File: src/rtl/inv_permute_stream_pkg.sv
// Shared definitions for the permute / inverse-permute stream blocks.
//   LINES  : slice lines per frame
//   WIDTH  : bits per slice line (fixed 5x5 lane grid)
//   CNT_W  : frame counter width, wide enough to hold LINES itself
//   idx()  : lane (x,y) -> bit index within a line
//   state_e: control FSM states
package inv_permute_stream_pkg;

    localparam int unsigned LINES = 64;
    localparam int unsigned WIDTH = 25;
    localparam int unsigned CNT_W = $clog2(LINES) + 1;

    typedef enum logic [1:0] {
        StIdle,
        StRun,
        StDrain,
        StDone
    } state_e;

    function automatic int unsigned idx(input int unsigned x, input int unsigned y);
        return 5 * y + x;
    endfunction

endpackage

File: src/rtl/inv_permute_stream_inv_swap.sv
// inv_swap: purely combinational inverse lane permutation of one 25-bit slice line.
// Undoes the encoder map (x,y) -> (y, 2x+3y mod 5).
// Ports:
//   din  : permuted line, bit index 5*y+x
//   dout : restored line, dout[5*y+x] = din[5*((2x+3y) mod 5) + y]
module inv_swap
    import inv_permute_stream_pkg::*;
(
    input  logic [WIDTH-1:0] din,
    output logic [WIDTH-1:0] dout
);

    for (genvar y = 0; y < 5; y++) begin : g_row
        for (genvar x = 0; x < 5; x++) begin : g_col
            localparam int unsigned Dst = idx(x, y);
            localparam int unsigned Src = idx(y, (2 * x + 3 * y) % 5);
            assign dout[Dst] = din[Src];
        end
    end

endmodule

File: src/rtl/inv_permute_stream.sv
// inv_permute_stream: consumes a frame of LINES permuted slice lines and emits each one with
// the inverse lane permutation applied, through a one-deep registered output stage.
// Optional feature macro: INV_PERMUTE_BYPASS_EN adds a per-line bypass input.
// Ports:
//   clk, rst    : clock, asynchronous active-high reset
//   start       : frame start pulse (only honoured in idle)
//   in_valid    : line_in valid          in_ready  : line accepted this cycle
//   line_in     : permuted line          line_out  : inverse-permuted line
//   out_valid   : line_out valid         out_ready : downstream accepts line_out
//   bypass      : (macro only) register the accepted line unchanged
//   cnt_value   : lines emitted in the current frame
//   busy        : FSM not idle           done      : one-cycle end-of-frame pulse
module inv_permute_stream
    import inv_permute_stream_pkg::*;
(
    input  logic             clk,
    input  logic             rst,
    input  logic             start,
    input  logic             in_valid,
    output logic             in_ready,
    input  logic [WIDTH-1:0] line_in,
`ifdef INV_PERMUTE_BYPASS_EN
    input  logic             bypass,
`endif
    output logic             out_valid,
    input  logic             out_ready,
    output logic [WIDTH-1:0] line_out,
    output logic [CNT_W-1:0] cnt_value,
    output logic             busy,
    output logic             done
);

    localparam logic [CNT_W-1:0] CntMax  = CNT_W'(LINES);
    localparam logic [CNT_W-1:0] CntLast = CNT_W'(LINES - 1);

    state_e           state_q, state_d;
    logic [CNT_W-1:0] in_cnt_q, in_cnt_d;
    logic [CNT_W-1:0] out_cnt_q, out_cnt_d;
    logic             out_valid_q, out_valid_d;
    logic [WIDTH-1:0] line_q, line_d;
    logic [WIDTH-1:0] swapped;
    logic [WIDTH-1:0] next_line;
    logic             in_room;
    logic             accept;
    logic             emit;

    inv_swap u_inv_swap (
        .din  (line_in),
        .dout (swapped)
    );

`ifdef INV_PERMUTE_BYPASS_EN
    assign next_line = bypass ? line_in : swapped;
`else
    assign next_line = swapped;
`endif

    assign in_room  = in_cnt_q < CntMax;
    assign emit     = out_valid_q && out_ready;
    // The output register may take a new line whenever it is empty or emptying this cycle.
    assign in_ready = (state_q == StRun) && in_room && (!out_valid_q || out_ready);
    assign accept   = in_valid && in_ready;

    always_comb begin
        state_d = state_q;
        unique case (state_q)
            StIdle:  if (start) state_d = StRun;
            StRun:   if (!in_room) state_d = StDrain;
            // The last line may already have left while still in RUN.
            StDrain: if ((out_cnt_q == CntMax) || (emit && (out_cnt_q == CntLast))) begin
                state_d = StDone;
            end
            StDone:  state_d = StIdle;
            default: state_d = StIdle;
        endcase
    end

    always_comb begin
        in_cnt_d  = in_cnt_q;
        out_cnt_d = out_cnt_q;
        if (state_q == StDone) begin
            // Leaving DONE always enters IDLE, so clear here.
            in_cnt_d  = '0;
            out_cnt_d = '0;
        end else begin
            if (accept) in_cnt_d = in_cnt_q + 1'b1;
            if (emit) out_cnt_d = out_cnt_q + 1'b1;
        end
    end

    always_comb begin
        out_valid_d = out_valid_q;
        line_d      = line_q;
        if (accept) begin
            out_valid_d = 1'b1;
            line_d      = next_line;
        end else if (emit) begin
            out_valid_d = 1'b0;
        end
    end

    always_ff @(posedge clk or posedge rst) begin
        if (rst) begin
            state_q     <= StIdle;
            in_cnt_q    <= '0;
            out_cnt_q   <= '0;
            out_valid_q <= 1'b0;
            line_q      <= '0;
        end else begin
            state_q     <= state_d;
            in_cnt_q    <= in_cnt_d;
            out_cnt_q   <= out_cnt_d;
            out_valid_q <= out_valid_d;
            line_q      <= line_d;
        end
    end

    assign out_valid = out_valid_q;
    assign line_out  = line_q;
    assign cnt_value = out_cnt_q;
    assign busy      = state_q != StIdle;
    assign done      = state_q == StDone;

endmodule

File: config.mk
export PLATFORM = sky130hd
export DESIGN_NAME = inv_permute_stream
export DESIGN_NICKNAME = d
export VERILOG_FILES = /design/src/rtl/inv_permute_stream_pkg.sv /design/src/rtl/inv_permute_stream_inv_swap.sv /design/src/rtl/inv_permute_stream.sv
export SDC_FILE = /design/constraint.sdc
export NUM_CORES = 1
export LEC_CHECK = 0
export CAP_MARGIN = 15
export CORE_MARGIN = 2
export CORE_UTILIZATION = 35
export CTS_CLUSTER_DIAMETER = 50
export DETAILED_ROUTE_END_ITERATION = 6
export GPL_TIMING_DRIVEN = 1
export SLEW_MARGIN = 40
export SYNTH_ARGS = -nofsm -noshare
export SYNTH_HDL_FRONTEND = slang
export SYNTH_SLANG_ARGS = --single-unit
File: constraint.sdc
create_clock -name clk -period 3 [get_ports clk]
set_clock_uncertainty 0.05 [all_clocks]
set_input_delay 0.75 -clock clk [delete_from_list [all_inputs] [get_ports clk]]
set_output_delay 0.75 -clock clk [all_outputs]
set_load 0.01 [all_outputs]
======== After elaboration in Yosys (flattened, before gate mapping) ========
Cells that the tools add are included.
storage, ports and cells
  flip-flop bits (word level) ............. 42
  output and inout port bits .............. 36
operators by class
  $add $sub $neg .......................... 2
  equal/unequal tests ..................... 8
  magnitude comparators ................... 1
  reductions and logical operators ........ 14
  multiplexer cells ....................... 10
operators by type and width
  cell                                                  count
  2-to-1 mux 7 bit                                      4
  adder 7 x 1 -> 7 bit (second input constant)          2
  one-hot mux 2 bit (4 select lines)                    1
  nonzero test 2 bit                                    4
  equality test 7 x 6 -> 1 bit (second input constant)  1
  equality test 7 bit (second input constant)           1
  < comparator 7 bit (second input constant)            1
  2-to-1 mux 2 bit                                      3
  inequality test 2 bit (second input constant)         3
  logical AND 1 bit                                     5
  equality test 2 bit (second input constant)           2
  AND reduction 3 bit                                   1
  equality test 2 x 1 -> 1 bit (second input constant)  1
  logical NOT 2 bit                                     1
  logical OR 1 bit                                      2
  2-to-1 mux 1 bit                                      2
  logical NOT 1 bit                                     1

======== Logic depth before layout (Yosys ltp) ========
Gate-level depths: netlist of run 1.
  depth after elaboration ................. 6
  gate-level depth with buffers ........... 8
  mapped depth without buffers ............ 6

======== Cells and area by module ========
From an unflattened synthesis of run 1, not the netlist that was laid out.
unflattened totals
  cell total of the unflattened synthesis .. 171
  area, all modules ....................... 2070.7 um^2
by module, submodules not included
  module              instances  seq. area each (um^2)  cells each  area each (um^2)
  inv_permute_stream  1          1051.0                 146         1883.1
  inv_swap            1          0.0                    25          187.7

======== Worst setup path after synthesis of run 1 ========
Ideal clock, no wire load.
  path type ............................... input port to output port
  start point ............................. in out_ready
  end point ............................... out in_ready
  cell stages on the path ................. 2
  path buffers ............................ 0
  slack ................................... 1.094 ns
  data arrival time ....................... 1.106 ns
  required time ........................... 2.200 ns
  cell sequence ........................... nand2b_2 > and2_1
on the way
  longest elaborated chain between the ends .. 2
RTL lines
  element            line                      RTL
  from (decl)        inv_permute_stream.sv:26  input logic out_ready,
  logical OR 1 bit   inv_permute_stream.sv:61  assign in_ready = (state_q == StRun) && in_room && (!out_valid_q || out_ready);
  logical AND 1 bit  inv_permute_stream.sv:61
  to (decl)          inv_permute_stream.sv:20  output logic in_ready,
Every way passes these cells.

======== Worst setup path after layout of run 1 ========
Same ends and word-level chain as after synthesis.

==> impl_metrics.toml, run 1 <==
[status]
status = "finished clean"

[worst_setup_path]
critPathMostFrequentCell = "clkdlybuf4s50_1"
crit_arrival_ns = 2.12
crit_chain = "clkdlybuf4s50_1, nand2b_2, and2_1, clkdlybuf4s50_1"
rrSetupSlack_ns = 1.05
r2r_cells = 7
cp_max_fo = 5
cp_top_family = "buffers and inverters"
path_buf_inv = 2
r2r-end = "in_cnt_q[4]"
r2r_start = "state_q[1]"
cpPeakStageDelay_ns = 0.54
crit_path_top_delay_cell = "clkdlybuf4s50_1"
start_kind = "primary input"
worst_setup_path_end_kind = "output port"
worst-setup-path-type = "primary input to output port"
critPathRequiredTime_ns = 2.20

[cells_and_area]
finalInstanceArea_um2 = 2733
drive_above_1_share = 0.1781
post-route-util = 0.5316
fin_nets = 256
n_antenna_cell = 0
n_fill_cell = 467
area_delta_synth_final_pct = 45.12
fin_cells = 289

[global_route]
antenna_found_initial = 0
use_met3 = 0.06047
use_met1 = 0.1705
top_usage_layer = "met2"
track_usage = 0.1420
use_met2 = 0.2296
grt_pass1_vias = 1473
grt_pass1_wl_um = 6775
grt-ovfl-total = 0
grt_max_degree = 29

[synth]
synthFlopType = "dfrtp_1"
synth_nets = 184
synth_area_per_cell_um2 = 12.90
synth_area_leaders = "dfrtp_1 (56%), mux2_2 (14%), ha_1 (5.3%), mux2_1 (2.4%), nor2_1 (2.2%)"
synth_top_family_by_area = "multiplexers"
synth-seq-cells = 42
yosys.area_share.adder = 0.05316
yosysSeqAreaShare = 0.5581
yosys_warnings = 0
netlist_top_cells_count = "dfrtp_1 (42), mux2_2 (24), nor2_1 (11)"
synth_compound_area_frac = 0.03787
yosysTopAreaCell = "dfrtp_1"
synth.most_common_cell = "dfrtp_1"
synth_edf_count = 0
syn_area_um2 = 1883
async_flop_share = 1.000
synth_simple_gate_area_frac = 0.1116
muxShareOfSynthArea = 0.1728
synthCells = 146
synth_xor_area_frac = 0.03256
synth.top_cell.area_share = 0.5581
synth_cell_types = 30

[die]
initial_core_util = 0.3664
io_pins = 66
die_h_um = 77.35
die_area_um2 = 5983
rows = 26
fp.dieW_um = 77.35
core-area_um2 = 5140

[clocking]
cts_tree = "yes"
cts_resized = 0
root_buffer = "clkbuf_8"
insertion_delay_ns = 0.29
numCtsBuffers = 5
htree_levels = 2
postCtsSetupBuffers = 0
clockBufferDepth = 2
path_clk_slew_ns = 0.07
cts_sinks = 42
postCtsHoldBufs = 0

[min_path]
min_path_type = "flop to flop"
holdPathStages = 1
holdCritStartpoint = "line_out[18]"
min_to = "line_out[18]"

[route]
wl_per_cell_um = 13.51
drc = 0
antenna_left = 0
drt_pass1_iterations = 4
drt_wl_total_um = 3905
vias = 1362
drt-vias-per-instance = 4.713
drt_iter0_markers = 31

[timing]
finalSetupViolations = 0
worst_pin_slew_ns = 0.3314
grt_setup_unrepaired = "false"
setup_slack_ns = 0.07812
final_max_slew_viol_count = 0
relSlewSlack = 0.7791
min_period_ns = 2.922
fin_crit_sh = 0.9740
clock.fmax_mhz = 342.2
finalHoldViolCount = 0
fin_tns_setup_ns = 0
whs_ns = 0.4404

[place]
dpl_worst_slack_ns = 0.08570
placed_cell_area_um2 = 2626
placedCellCount = 281
io_buffers = 65
dpl.hpwl_um = 2865
place_congestion = 0.7395

[pwr]
seqPwrFrac = 0.372
powerDensity_nw_per_um2 = 908.7
static-leakage-power_nw = 1.157
switchingPower_uw = 768.4
peakVddDrop_mv = 0.4156
swShare = 0.3094
power.total_mw = 2.483
internal_power_mw = 1.715
combPwrFrac = 0.455
power.share.clock = 0.174

[flow_run]
cap_violations = 0
## cell type report
| class | instances | area [um^2] | area share |
|---|---|---|---|
| inverter | 7 | 26.28 | 0.009615 |
| tap | 70 | 87.58 | 0.03205 |
| sequential | 42 | 1051 | 0.3846 |
| clock buffer | 7 | 76.32 | 0.02793 |
| timing repair buffer | 69 | 693.2 | 0.2537 |
| multi-input combinational | 93 | 768.2 | 0.2811 |
| clock inverter | 1 | 30.03 | 0.01099 |
## layout by cell type, fill, tap and decap left out, types with 2 or more instances in the layout
cell type	netlist	routed
mux2_2	24	24
and3_1	2	2
nor2b_1	2	2
buf_4	0	3
clkbuf_8	0	5
clkbuf_1	1	2
xnor2_1	3	3
o21ai_0	2	2
dfrtp_1	42	42
and2_1	2	2
a21oi_1	3	3
inv_1	7	7
nand2_1	9	9
clkdlybuf4s50_1	0	65
ha_1	8	8
xor2_1	4	4
nor2_1	11	11
nand4_1	5	5
mux2_1	4	4
nand3_1	2	2
## power groups by stage
stage	sequential [mW]	combinational, mW	clock [mW]
2_1_floorplan	1.00	0.492	0
3_3_place_gp	0.916	1.12	0
4_1_cts	0.925	1.15	0.452
3_5_place_dp	0.933	1.14	0
6_report	0.923	1.13	0.431
5_1_grt	0.957	1.23	0.474
## worst max-delay path by stage
stage	start	to	slack [ns]	cells after the start
final	out_ready	in_ready	0.08	4
after floorplan	out_ready	in_ready	1.09	2
after global placement	out_ready	in_ready	0.1	4
after CTS	out_ready	in_ready	0.08	4
after detailed placement	out_ready	in_ready	0.09	4
after global routing	out_ready	in_ready	0.009	4
## kinds of logic (layout without fill, tap and decap cells)
| group | count (synthesis) | after routing |
|---|---|---|
| mux | 29 | 29 |
| compound gates | 9 | 9 |
| xor+xnor | 7 | 7 |
| fa+ha+maj | 8 | 8 |
| flops | 42 | 42 |
| buf+inv | 11 | 84 |
| simple gates | 40 | 40 |
## sequential cells by signal, indices dropped and copies added (netlist names)
register,count
cnt_value,7
in_cnt_q,7
out_valid,1
state_q,2
line_out,25
## per-layer routing
metal | share of wire | up-vias | routed length, um
met1 | 0.44 | 661 | 1699
met3 | 0.090 | 6 | 351
met4 | 0.015 | 0 | 58
li1 | - | 643 | -
met5 | 0 | - | 0
met2 | 0.46 | 52 | 1796
Power figures use the tool's default switching activity.
==> run 2, diff against run 1 <==
==> constraint.sdc (replaced) <==
create_clock -name clk -period 3 [get_ports clk]
set_clock_uncertainty 0.05 [all_clocks]
set_input_delay 0.75 -clock clk [delete_from_list [all_inputs] [get_ports clk]]
set_output_delay 0.75 -clock clk [all_outputs]
set_load 0.05 [all_outputs]
==> impl_metrics.toml, run 2 (synthesized netlist as in run 1, its figures left out) <==
[worst_setup_path]
r2r_cells = 6
worst-setup-path-type = "flop to output port"
worst_setup_path_end_kind = "output port"
cp_max_fo = 4
start_kind = "flop"
rrSetupSlack_ns = 1.01
crit_arrival_ns = 1.88
critPathRequiredTime_ns = 2.20

[timing]
min_period_ns = 2.675
worst_pin_slew_ns = 0.5302
fin_crit_sh = 0.8917
finalSetupViolations = 0
fin_tns_setup_ns = 0
grt_setup_unrepaired = "false"
relSlewSlack = 0.6454
finalHoldViolCount = 0
final_max_slew_viol_count = 0
clock.fmax_mhz = 373.8

[cells_and_area]
final_common_cell = "clkdlybuf4s50_1"
area_delta_synth_final_pct = 44.19
fin_nets = 257
largest_reg_flops = 25
drive_above_1_share = 0.1918
n_fill_cell = 488
layout_common_cells = "clkdlybuf4s50_1 (64), dfrtp_1 (42), mux2_2 (24)"
n_antenna_cell = 0

[pwr]
swShare = 0.4680
power.share.clock = 0.115
combPwrFrac = 0.585
power.total_mw = 3.068
static-leakage-power_nw = 1.148
peakVddDrop_mv = 0.8779
seqPwrFrac = 0.300
internal_power_mw = 1.632
switchingPower_mw = 1.436
powerDensity_nw_per_um2 = 1130

[min_path]
holdPathStages = 1
min_path_type = "flop to flop"

[clocking]
postCtsHoldBufs = 0
insertion_delay_ns = 0.29
path_clk_slew_ns = 0.08
postCtsSetupBuffers = 0
cts_sinks = 42
numCtsBuffers = 5
clockBufferDepth = 2
cts_tree = "yes"
cts_resized = 0
htree_levels = 2
root_buffer = "clkbuf_8"

[die]
io_pins = 66
die_area_um2 = 5983
fp.dieW_um = 77.35
die_h_um = 77.35
initial_core_util = 0.3664
core-area_um2 = 5140
rows = 26

[global_route]
grt_pass1_vias = 1525
grt-ovfl-total = 0
track_usage = 0.1474
grt_max_degree = 27
antenna_found_initial = 0
grt_pass1_wl_um = 7003

[route]
drt_pass1_iterations = 5
wl_per_cell_um = 14.00
drc = 0
vias = 1359
drt_iter0_markers = 24
drt_wl_total_um = 4047
antenna_left = 0
drt-vias-per-instance = 4.702

[place]
dpl.hpwl_um = 3098
place_congestion = 0.7646
io_buffers = 65

[flow_run]
cap_violations = 0

[status]
status = "finished clean"
## run 2: cell count changes in the layout (fill, tap and decap cells not counted)
| cell | previous run | this run |
|---|---|---|
| clkbuf_1 | 2 | 0 |
| buf_4 | 3 | 5 |
| clkinvlp_4 | 0 | 2 |
| bufinv_16 | 1 | 0 |
| clkdlybuf4s50_1 | 65 | 64 |
## run 2: final timing paths
check	startpoint	endpoint
setup reg to reg	state_q[1]	line_out[10]
min in group asynchronous	rst	line_out[15]
max in group asynchronous	rst	cnt_value[5]
hold / removal	line_out[18]	line_out[18]
setup / recovery	state_q[0]	busy
hold reg to reg	line_out[18]	line_out[18]
## run 2: worst max-delay path, cell delays in order, from the launching register on
cell and delay, ns:
dfrtp_1 0.41, inv_1 0.10, ha_1 0.20, inv_1 0.07
clkdlybuf4s50_1 0.80
## run 2: metal layers
metal,part of all wire,vias up,global-route usage
met5,0,-,0
met4,0.0086,0,0.05179
met3,0.11,6,0.07209
met2,0.50,59,0.2548
met1,0.38,652,0.1557
li1,-,642,-
## run 2: area by class of cell
class	instances	area, um^2	area share
clock buffers	5	68.82	0.02535
clock inverters	2	15.01	0.005530
inverters	7	26.28	0.009677
multi-input cells	93	768.2	0.2829
flip-flops and latches	42	1051	0.3871
well taps	70	87.58	0.03226
repair buffers	70	698.2	0.2571
## run 2: metrics by stage
step / hold slack, ns / util / setup slack (ns) / instances / cell area [um^2]
after CTS: 0.4466 / 0.5282 / 0.3059 / 289 / 2715
after global placement: 0.4267 / 0.5119 / 0.4366 / 282 / 2631
final: 0.4437 / 0.5282 / 0.3248 / 289 / 2715
after detailed placement: 0.4269 / 0.5119 / 0.4227 / 282 / 2631
after floorplan: 0.4554 / - / 0.8753 / 146 / 1883
after global routing: 0.4644 / 0.5282 / 0.2428 / 289 / 2715
## run 2: power groups by stage
stage | combinational [mW] | sequential (mW) | clock (mW)
detailed placement | 1.81 | 0.933 | 0
CTS | 1.82 | 0.927 | 0.369
global placement | 1.78 | 0.915 | 0
global route | 1.90 | 0.953 | 0.391
floorplan | 0.558 | 1.58 | 0
finish | 1.79 | 0.921 | 0.353
